===== src/rtl/id_ex_hazard.sv =====
// ID/EX pipeline register with load-use stall detection, flush bubbles,
// syscall drain/halt sequencing, EX forwarding selects and saturating event counters.
module id_ex_hazard #(
    parameter int DATA_W       = 32,
    parameter int CNT_W        = 16,
    parameter int DRAIN_CYCLES = 2
) (
    input  logic              clk,
    input  logic              rst,
    input  logic              id_valid,
    input  logic [4:0]        id_rs,
    input  logic [4:0]        id_rt,
    input  logic [4:0]        id_wreg,
    input  logic              id_r1_used,
    input  logic              id_r2_used,
    input  logic [7:0]        id_ctrl,
    input  logic              id_syscall,
    input  logic [DATA_W-1:0] id_pc,
    input  logic [DATA_W-1:0] id_a,
    input  logic [DATA_W-1:0] id_b,
    input  logic [DATA_W-1:0] id_imm,
    input  logic              flush,
    input  logic              resume,
    input  logic              mem_regwrite,
    input  logic [4:0]        mem_wreg,
    input  logic              wb_regwrite,
    input  logic [4:0]        wb_wreg,
    output logic              id_stall,
    output logic              ex_valid,
    output logic [4:0]        ex_rs,
    output logic [4:0]        ex_rt,
    output logic [4:0]        ex_wreg,
    output logic [7:0]        ex_ctrl,
    output logic              ex_syscall,
    output logic [DATA_W-1:0] ex_pc,
    output logic [DATA_W-1:0] ex_a,
    output logic [DATA_W-1:0] ex_b,
    output logic [DATA_W-1:0] ex_imm,
    output logic [1:0]        fwd_a_sel,
    output logic [1:0]        fwd_b_sel,
    output logic              halted,
    output logic [CNT_W-1:0]  stall_cnt,
    output logic [CNT_W-1:0]  flush_cnt
);

    localparam logic [1:0] ST_RUN   = 2'd0;
    localparam logic [1:0] ST_DRAIN = 2'd1;
    localparam logic [1:0] ST_HALT  = 2'd2;

    localparam int DC_W        = (DRAIN_CYCLES < 2) ? 1 : $clog2(DRAIN_CYCLES + 1);
    localparam int MEMTOREG_B  = 6;

    localparam logic [1:0] FWD_RF  = 2'b00;
    localparam logic [1:0] FWD_MEM = 2'b01;
    localparam logic [1:0] FWD_WB  = 2'b10;

    logic [1:0]        r_state;
    logic [DC_W-1:0]   r_drain_cnt;

    logic              r_ex_valid;
    logic [4:0]        r_ex_rs;
    logic [4:0]        r_ex_rt;
    logic [4:0]        r_ex_wreg;
    logic [7:0]        r_ex_ctrl;
    logic              r_ex_syscall;
    logic [DATA_W-1:0] r_ex_pc;
    logic [DATA_W-1:0] r_ex_a;
    logic [DATA_W-1:0] r_ex_b;
    logic [DATA_W-1:0] r_ex_imm;

    logic [CNT_W-1:0]  r_stall_cnt;
    logic [CNT_W-1:0]  r_flush_cnt;

    logic              w_run;
    logic              w_src_match;
    logic              w_lu_hazard;
    logic              w_load;
    logic [1:0]        w_fwd_a;
    logic [1:0]        w_fwd_b;

    // EX/MEM result is younger than MEM/WB, so it is checked first.
    function automatic logic [1:0] fwd_sel(
        input logic       src_valid,
        input logic [4:0] src,
        input logic       m_rw,
        input logic [4:0] m_wreg,
        input logic       b_rw,
        input logic [4:0] b_wreg
    );
        logic [1:0] sel;
        sel = FWD_RF;
        if (src_valid) begin
            if (m_rw && (m_wreg != 5'd0) && (m_wreg == src))
                sel = FWD_MEM;
            else if (b_rw && (b_wreg != 5'd0) && (b_wreg == src))
                sel = FWD_WB;
        end
        return sel;
    endfunction

    assign w_run       = (r_state == ST_RUN);
    assign w_src_match = (id_r1_used && (id_rs == r_ex_wreg)) ||
                         (id_r2_used && (id_rt == r_ex_wreg));
    assign w_lu_hazard = w_run && id_valid && r_ex_valid && r_ex_ctrl[MEMTOREG_B] &&
                         (r_ex_wreg != 5'd0) && w_src_match;

    // Capture a new instruction only in RUN with no redirect and no load-use hazard.
    assign w_load = w_run && !flush && !w_lu_hazard;

    // NOTE: always_comb gives every output a default first, so no path can infer a latch.
    always_comb begin
        w_fwd_a = FWD_RF;
        w_fwd_b = FWD_RF;
        w_fwd_a = fwd_sel(r_ex_valid, r_ex_rs, mem_regwrite, mem_wreg, wb_regwrite, wb_wreg);
        w_fwd_b = fwd_sel(r_ex_valid, r_ex_rt, mem_regwrite, mem_wreg, wb_regwrite, wb_wreg);
    end

    // NOTE: sequential state uses non-blocking assignments so every register samples pre-edge values.
    always_ff @(posedge clk) begin
        if (rst) begin
            // NOTE: operand fields are reset too because EX must read all-zero straight out of reset.
            r_ex_valid   <= 1'b0;
            r_ex_rs      <= '0;
            r_ex_rt      <= '0;
            r_ex_wreg    <= '0;
            r_ex_ctrl    <= '0;
            r_ex_syscall <= 1'b0;
            r_ex_pc      <= '0;
            r_ex_a       <= '0;
            r_ex_b       <= '0;
            r_ex_imm     <= '0;
        end else if (w_load) begin
            r_ex_valid   <= id_valid;
            r_ex_rs      <= id_rs;
            r_ex_rt      <= id_rt;
            r_ex_wreg    <= id_wreg;
            r_ex_ctrl    <= id_ctrl;
            r_ex_syscall <= id_syscall;
            r_ex_pc      <= id_pc;
            r_ex_a       <= id_a;
            r_ex_b       <= id_b;
            r_ex_imm     <= id_imm;
        end else begin
            // Bubble: kill the control side, leave operand fields as they were.
            r_ex_valid   <= 1'b0;
            r_ex_wreg    <= '0;
            r_ex_ctrl    <= '0;
            r_ex_syscall <= 1'b0;
        end
    end

    always_ff @(posedge clk) begin
        if (rst) begin
            r_state     <= ST_RUN;
            r_drain_cnt <= '0;
        end else begin
            case (r_state)
                ST_RUN: begin
                    if (w_load && id_valid && id_syscall) begin
                        r_state     <= ST_DRAIN;
                        r_drain_cnt <= DC_W'(DRAIN_CYCLES);
                    end
                end
                ST_DRAIN: begin
                    if (r_drain_cnt <= DC_W'(1)) begin
                        r_state     <= ST_HALT;
                        r_drain_cnt <= '0;
                    end else begin
                        r_drain_cnt <= r_drain_cnt - DC_W'(1);
                    end
                end
                ST_HALT: begin
                    if (resume)
                        r_state <= ST_RUN;
                end
                default: begin
                    r_state     <= ST_RUN;
                    r_drain_cnt <= '0;
                end
            endcase
        end
    end

    always_ff @(posedge clk) begin
        if (rst) begin
            r_stall_cnt <= '0;
            r_flush_cnt <= '0;
        end else if (w_run) begin
            if (flush) begin
                if (r_flush_cnt != '1)
                    r_flush_cnt <= r_flush_cnt + CNT_W'(1);
            end else if (w_lu_hazard) begin
                if (r_stall_cnt != '1)
                    r_stall_cnt <= r_stall_cnt + CNT_W'(1);
            end
        end
    end

    assign id_stall   = !w_run || (w_lu_hazard && !flush);
    assign halted     = (r_state == ST_HALT);

    assign ex_valid   = r_ex_valid;
    assign ex_rs      = r_ex_rs;
    assign ex_rt      = r_ex_rt;
    assign ex_wreg    = r_ex_wreg;
    assign ex_ctrl    = r_ex_ctrl;
    assign ex_syscall = r_ex_syscall;
    assign ex_pc      = r_ex_pc;
    assign ex_a       = r_ex_a;
    assign ex_b       = r_ex_b;
    assign ex_imm     = r_ex_imm;

    assign fwd_a_sel  = w_fwd_a;
    assign fwd_b_sel  = w_fwd_b;
    assign stall_cnt  = r_stall_cnt;
    assign flush_cnt  = r_flush_cnt;

endmodule


===== config.mk =====
export PLATFORM = sky130hd
export DESIGN_NAME = id_ex_hazard
export DESIGN_NICKNAME = d
export VERILOG_FILES = /design/src/rtl/id_ex_hazard.sv
export SDC_FILE = /design/constraint.sdc
export NUM_CORES = 1
export LEC_CHECK = 0
export CELL_PAD_IN_SITES_DETAIL_PLACEMENT = 1
export CELL_PAD_IN_SITES_GLOBAL_PLACEMENT = 2
export CORE_MARGIN = 2
export CORE_UTILIZATION = 22
export DETAILED_ROUTE_END_ITERATION = 10
export PLACE_DENSITY_LB_ADDON = 0.1
export SYNTH_ARGS = -nofsm -noshare
export SYNTH_HDL_FRONTEND = slang
export SYNTH_SLANG_ARGS = --single-unit
export TNS_END_PERCENT = 1

===== constraint.sdc =====
create_clock -name clk -period 3 [get_ports clk]
set_input_delay 0.9 -clock clk [delete_from_list [all_inputs] [get_ports clk]]
set_output_delay 0.9 -clock clk [all_outputs]
set_load 0.1 [all_outputs]

# Yosys cells after proc, flatten, opt, wreduce, memory -nomap -nowiden
# Index checks and enable logic that the tools add are counted.
dict set report totals {
  wordCells 79
  romBits 0
  input_bits 171
  out_inout_bits 191
  ramBits 0
  reg_bits 189
  memories 0
  latchBits 0
}
dict set report op_classes {
  shift 0
  bitwise 3
  addsub 3
  multipliers 0
  reduce_logical 32
  n_div 0
  magnitude_cmp 1
  eq_ne 13
  muxes 13
}
# cell n
set ops {}
lappend ops {{$add 16x1->16 const B} 2}
lappend ops {{$ne 16x16->1 const B} 2}
lappend ops {{$eq 5x5->1} 6}
lappend ops {{$mux 2} 11}
lappend ops {{$logic_and 1x1->1} 18}
lappend ops {{$reduce_bool 5->1} 3}
lappend ops {{$pmux 2 s3} 2}
lappend ops {{$reduce_and 3->1} 2}
lappend ops {{$ne 2x2->1 const B} 2}
lappend ops {{$reduce_and 4->1} 1}
lappend ops {{$logic_not 1->1} 3}
lappend ops {{$not 1->1} 3}
lappend ops {{$eq 2x1->1 const B} 1}
lappend ops {{$eq 2x2->1 const B} 1}
lappend ops {{$le 2x1->1 const B} 1}
lappend ops {{$logic_not 2->1} 1}
lappend ops {{$logic_or 1x1->1} 2}
lappend ops {{$ne 2x1->1 const B} 1}
lappend ops {{$reduce_and 2->1} 1}
lappend ops {{$reduce_or 2->1} 1}
lappend ops {{$sub 2x1->2 const B} 1}

# Depth between registers and ports, before layout
# Gate-level depths: netlist (run 1).
dict set report logic_depth {
  ltp_word 12
  mapped_depth 8
  ltp_nobuf 7
}

# Worst setup path after synthesis (run 1)
# OpenSTA, ideal clock, no wires.
dict set report synth_timing {
  path_kind {input to output}
  startpoint {in mem_wreg[1]}
  endpoint {out fwd_a_sel[1]}
  arrival_time_ns 4.642
  path_stages 4
  slack_ns -2.542
  required_ns 2.100
  path_buffers 0
  cell_sequence {or4_1 o21ai_0 nor4_1 nor4_1}
}
dict set report synth_via {
  elab_chain_cells 5
  word_cells_on_any_way 6
  classes_between {eq/ne (1); mux (2); reduce/logical (3)}
}
# element line_no
set synth_rtl {}
lappend synth_rtl {{start, declared} 25} ;# input logic [4:0] mem_wreg,
lappend synth_rtl {{$reduce_bool 5->1} 93} ;# if (m_rw && (m_wreg != 5'd0) && (m_wreg == src))
lappend synth_rtl {{$logic_and 1x1->1} 93}
lappend synth_rtl {{$logic_and 1x1->1 *} 93}
lappend synth_rtl {{$mux 2 *} 93}
lappend synth_rtl {{$mux 2 *} 92} ;# if (src_valid) begin
lappend synth_rtl {{end, declared} 39} ;# output logic [1:0] fwd_a_sel,
# Mark *: on every way between the ends. The rest lies on a longest branch, timed or not.

# Final worst setup path (run 1)
dict set report layout_timing {
  startpoint {in mem_wreg[2]}
  endpoint {out fwd_a_sel[1]}
}
# The elaborated chain is that of the path after synthesis.

==> flow_summary.yaml, run 1 <==
timing:
  final-hold-violation-count: 0
  final.setup.tns_ns: -9.011
  relSlewSlack_pct: 50.12
  period_share_pct: 106.4
  drv_slew: 0
  worst_slew_pin_slew_ns: 0.7483
  rsz0062_at_grt: "yes"
  clock_skew_ns: 0.01135
  fin_hold_ws_ns: 0.4501
  finalSetupViolCount: 140
  fin_ws_ns: -0.1921
  min_period_ns: 3.192
  clock.fmax_ghz: 0.3133
detailed_routing:
  num_vias: 7791
  vias_per_cell: 4.353
  wire_per_inst_um: 17.66
  ant_nets: 0
  drcViolationCount: 0
  first_pass_iters: 4
  first_iter_violations: 177
  wirelength_um: 31610
die:
  rows: 67
  die_h_um: 187.7
  die-area_um2: 35220
  dieWidth_um: 187.7
  core_um2: 33360
  io_pins: 362
  initial_core_util_pct: 22.24
global_routing:
  grt_pass1_vias: 7726
  grt_pass1_wl_um: 46220
  grt_overflow: 0
  grt_max_degree: 83
  grt_use_total_pct: 16.79
  antenna_found_initial: 1
place:
  hpwlAfterDp_um: 22290
  dp_slack_ns: -0.6866
  port_buffers: 361
  place.gp.congestion: 0.7910
  placedInstanceArea_um2: 11520
min_path:
  hp-class: "flip-flop to flip-flop"
setup_path:
  cpPeakStageDelay_ns: 0.53
  critPathMostFrequentCell: "nor4_4"
  worst-setup-path-type: "input port to output pin"
  start_kind: "input port"
  worstPathMaxFanout: 2
  cp_num_buf_inv: 2
  crit_path_end_kind: "output pin"
  cp_top_family: "simple AND/OR/NAND/NOR gates"
  cp_data_arrival_time_ns: 2.29
  cp.required_ns: 2.10
  critPathSlowestCell: "or4_4"
  path_cells: "buf_6 -> or4_4 -> o21ai_4 -> nor4_4 -> nor4_4 -> buf_12"
yosys:
  ys_seq_area_share_pct: 50.99
  netlist.area_leader.share_pct: 50.99
  syn_nets: 1095
  synth_cells: 922
  synth_area_per_cell_um2: 8.049
  ys_types: 44
  ys_seq_elements: 189
  synth-warning-count: 0
  synthTopCellsByArea: "dfxtp_1 (51%), nand2_1 (15%), a21oi_1 (10%)"
  synth_area_leader_cell: "dfxtp_1"
  synthesis.area_um2: 7421
power:
  seq_power_share_pct: 38.3
  pwr_density_cell_nw_per_um2: 549.8
  combPwrFrac_pct: 28.0
  total_power_uw: 7079
  clockPowerShare_pct: 33.6
  intPower_uw: 4585
  sw_frac_of_total_pct: 35.23
  p_leak_uw: 0.005280
  irDropWorstVdd_v: 0.0003636
  p_sw_uw: 2494
cts:
  cts_tree: "done"
  cts_max_level: 4
  cts-root-buf: "clkbuf_16"
  cts_sinks: 189
  clkSlewWorstSetupHoldPaths_ns: 0.07
  insertion_delay_ns: 0.44
  hold_buffers: 0
  cts.path.max_buffers: 2
  cts_made_buffers: 17
final_layout:
  final_cell_mix: "nand2_1 (280), buf_4 (243), dfxtp_1 (188), clkdlybuf4s50_1 (148), a21oi_1 (94)"
  drive_gt1_share_pct: 32.71
  final_area_um2: 12880
  nets: 1502
  area_delta_synth_final_pct: 73.53
  diodes: 0
  final_common_cell: "nand2_1"
job:
  cap_violations: 0
run_status:
  status: "finished with violations"
  violations: "negative setup slack"
[final timing paths]
check / startpoint / cells after the start / end / slack (ns)
setup / recovery: mem_wreg[2] / 6 / fwd_a_sel[1] / -0.19
hold / removal: ex_imm[27]$_SDFFE_PP0N_ / 2 / ex_imm[27]$_SDFFE_PP0N_ / 0.45
setup reg to reg: ex_wreg[1]$_SDFF_PP0_ / 16 / ex_pc[9]$_SDFFE_PP0N_ / 0
hold reg to reg: ex_imm[27]$_SDFFE_PP0N_ / 2 / ex_imm[27]$_SDFFE_PP0N_ / 0.45
[cells in the mapped netlist]
| library cell | count |
|---|---|
| inv_1 | 18 |
| buf_2 | 31 |
| or4_1 | 8 |
| o21ai_1 | 1 |
| or3_4 | 2 |
| or2_0 | 1 |
| nand2_1 | 291 |
| and4b_1 | 1 |
| o22a_1 | 1 |
| and3_1 | 4 |
| o31ai_1 | 5 |
| or3_1 | 4 |
| dfxtp_1 | 189 |
| xnor2_1 | 30 |
| a21oi_1 | 151 |
| nand2b_1 | 1 |
| nor2_2 | 12 |
| nor2_1 | 39 |
| nor3_1 | 10 |
| xor2_1 | 15 |
| nand4_1 | 7 |
| o311ai_4 | 1 |
| or4b_2 | 1 |
| ha_1 | 2 |
| mux2_2 | 8 |
| nor2b_1 | 7 |
| or4bb_1 | 1 |
| clkbuf_1 | 24 |
| nor4b_1 | 3 |
| and4_1 | 1 |
| nand3_1 | 23 |
| nand4_2 | 1 |
| or3b_2 | 2 |
| nor4_1 | 10 |
| clkbuf_2 | 1 |
| o311a_1 | 1 |
| o21ai_0 | 6 |
| a31oi_1 | 1 |
| nor3_2 | 1 |
| buf_6 | 1 |
| o22ai_1 | 1 |
| or2_1 | 1 |
| o211ai_1 | 1 |
| and2_1 | 3 |
[layer usage]
layer / global-route usage (%) / up-vias / wire, um
li1: - / 3851 / -
met1: 21.94 / 3686 / 14460
met2: 26.94 / 227 / 14730
met3: 4.904 / 27 / 1963
met4: 4.603 / 0 / 465
met5: 0 / - / 0
[cells by family after synthesis]
group                    synth area share, %
flip-flops                             50.99
buffers and inverters                  4.434
adder cells (fa/ha/maj)               0.3372
AO/OA/AOI/OAI                          12.04
AND/OR/NAND/NOR                        25.68
multiplexers                           1.214
XOR/XNOR                               5.311
[flip-flops by register name, summed over array words and instances, names as in the netlist]
signal,count
ex_a,32
ex_b,32
ex_ctrl,8
ex_imm,32
ex_pc,32
ex_rs,5
ex_rt,5
ex_syscall,1
ex_valid,1
ex_wreg,5
flush_cnt,16
r_drain_cnt,2
r_state,2
stall_cnt,16
[worst reg2reg max path, cell delays in order, from the launching register on]
cell and delay (ns):
dfxtp_1 0.47, xnor2_1 0.16, nand4_1 0.15, buf_4 0.16
buf_4 0.12, buf_4 0.12, buf_4 0.12, buf_4 0.12
buf_4 0.13, buf_4 0.13, o22a_4 0.26, buf_6 0.12
o21ai_4 0.28, clkbuf_16 0.25, clkbuf_16 0.16, nand2_1 0.07
a21oi_2 0.12
[timing repair]
action	4_1_cts	5_1_grt
endpoints found under the hold margin	0	0
cloned	0	10
buffers inserted	20	3
pin swaps	90	70
setup endpoints to repair	5	156
gates resized for setup	82	83
[area by class of cell]
cell class	count	area [um^2]
clock inverter	13	165.2
inverter	18	67.56
timing repair buffer	445	4135
multi-input combinational	658	3721
clock buffer	19	442.9
sequential	189	3785
tap	448	560.5
fill	3964	20490
[stage by stage]
stage | std cells | utilization [%]
floorplan | 922 | -
CTS | 1777 | 37.03
global placement | 1725 | 34.52
global route | 1790 | 38.60
detailed placement | 1725 | 34.52
finish | 1790 | 38.60
[power by group through the flow]
stage	Sequential (uW)	Combinational [uW]	Clock (uW)
after floorplan	3660	325	0
after global placement	2770	1860	0
after detailed placement	2770	1860	0
after CTS	2710	1900	2490
after global routing	2730	2080	2590
final	2710	1980	2380
(Power assumes the default switching activity.)
==> inputs of run 2 (changes only) <==
Settings changed: CORE_UTILIZATION 22 to 33, DONT_BUFFER_PORTS set to 1.
==> run 2 against run 1 <==
The run still ends with negative setup slack left. Total power is 8.2% lower. Core utilization is 6.0 points higher. Sequential power hardly changed. Non-clock buffer count is 247 lower. Clock skew is 0.00051 ns lower. Clock power is 4% lower. Global-route usage is 4.5 points higher. First-iteration DRC count is 110% higher. Setup slack better by 0.084 ns. Critical endpoint unchanged. Largest cell class is now sequential cells. Largest power group unchanged.
==> flow_summary.yaml, run 2 (synthesis results as in run 1) <==
die:
  die_h_um: 154.0
  dieWidth_um: 154.0
  initial_core_util_pct: 33.79
  rows: 54
  io_pins: 362
  core_um2: 21960
  die-area_um2: 23700
run_status:
  status: "finished with violations"
  violations: "negative setup slack"
timing:
  relSlewSlack_pct: 52.44
  clock_skew_ns: 0.01083
  rsz0062_at_grt: "yes"
  worst_slew_pin_slew_ns: 0.7134
  clock.fmax_ghz: 0.3218
  fin_hold_ws_ns: 0.4560
  min_period_ns: 3.108
  period_share_pct: 103.6
  fin_ws_ns: -0.1079
  final-hold-violation-count: 0
  finalSetupViolCount: 2
  drv_slew: 0
cts:
  hold_buffers: 0
  clkSlewWorstSetupHoldPaths_ns: 0.07
  cts.path.max_buffers: 2
  cts-root-buf: "clkbuf_16"
  cts_sinks: 189
  insertion_delay_ns: 0.43
  post_cts_buffers: 0
  cts_tree: "done"
  cts_made_buffers: 17
  cts_max_level: 4
setup_path:
  worstPathMaxFanout: 3
  cp.required_ns: 2.10
  worst-setup-path-type: "input port to output pin"
  cp_data_arrival_time_ns: 2.21
  crit_path_end_kind: "output pin"
  start_kind: "input port"
  reg2regPathDepth: 5
job:
  cap_violations: 0
final_layout:
  diodes: 0
  fin_util_pct: 44.62
  drive_gt1_share_pct: 24.59
  final_area_um2: 9798
  final_common_cell: "nand2_1"
  area_delta_synth_final_pct: 32.04
  nets: 1255
  final_cell_mix: "nand2_1 (291), dfxtp_1 (188), buf_4 (188), a21oi_1 (150), nor2_1 (39)"
global_routing:
  grt_max_degree: 185
  grt_use_total_pct: 21.27
  antenna_found_initial: 1
  grt_pass1_vias: 7342
  grt_pass1_wl_um: 39880
  grt_overflow: 0
min_path:
  hold_depth: 2
  hp-class: "flip-flop to flip-flop"
detailed_routing:
  wire_per_inst_um: 18.90
  ant_nets: 0
  first_iter_violations: 380
  num_vias: 6982
  drcViolationCount: 0
  vias_per_cell: 5.082
  wirelength_um: 25980
  first_pass_iters: 5
power:
  pwr_density_cell_nw_per_um2: 663.1
  p_leak_uw: 0.004065
  irDropWorstVdd_v: 0.0003300
place:
  place.gp.congestion: 0.8377
  port_buffers: 0
  hpwlAfterDp_um: 19440
  placedInstanceArea_um2: 9176
  dp_slack_ns: -0.1638
==> run 2: worst max-delay path, cell delays in order <==
cell and delay (ns):
or4_1 0.53, o21ai_2 0.18, nor4_2 0.10, nor4_4 0.27, buf_12 0.22
==> run 2: layer usage <==
layer / wire length, um / vias up / GRT usage, %
met5: 11 / - / 0
met4: 802 / 2 / 8.990
met3: 2085 / 54 / 7.300
met2: 13340 / 263 / 38.24
met1: 9738 / 3311 / 22.66
li1: - / 3352 / -
==> run 2: final timing paths <==
kind                      startpoint                   endpoint  slack, ns
max                      mem_wreg[1]               fwd_a_sel[1]      -0.11
min            ex_a[10]$_SDFFE_PP0N_      ex_a[10]$_SDFFE_PP0N_       0.46
max reg2reg  r_state[0]$_SDFFE_PP0P_  stall_cnt[8]$_SDFFE_PP0P_       0.68
min reg2reg    ex_a[10]$_SDFFE_PP0N_      ex_a[10]$_SDFFE_PP0N_       0.46
==> run 2: repair_timing <==
item,CTS,global route
pin swaps,2,0
gates resized for setup,1,5
setup endpoints to repair,5,5
==> run 2: area by class of cell <==
class / count / area, um^2
Clock buffer: 18 / 439.2
Sequential cell: 189 / 3785
Inverter: 18 / 67.56
Clock inverter: 13 / 150.1
Timing Repair Buffer: 198 / 1603
Multi-Input combinational cell: 658 / 3403
Fill cell: 2662 / 12160
Tap cell: 280 / 350.3
==> run 2: stage by stage <==
stage,setup TNS (ns),total power [uW],cells
after floorplan,-2.477,3983,922
after global placement,-0.1469,4242,1343
after detailed placement,-0.4779,4277,1343
after CTS,-0.4158,6583,1374
after global routing,-0.3405,6754,1374
final,-0.1817,6498,1374
==> run 2: power by group <==
group	internal, uW	switching, uW	leakage [uW]
registers	2630	60.0	0.00155
clock network	1270	1020	0.000285
logic	292	1230	0.00223
total	4190	2310	0.00407
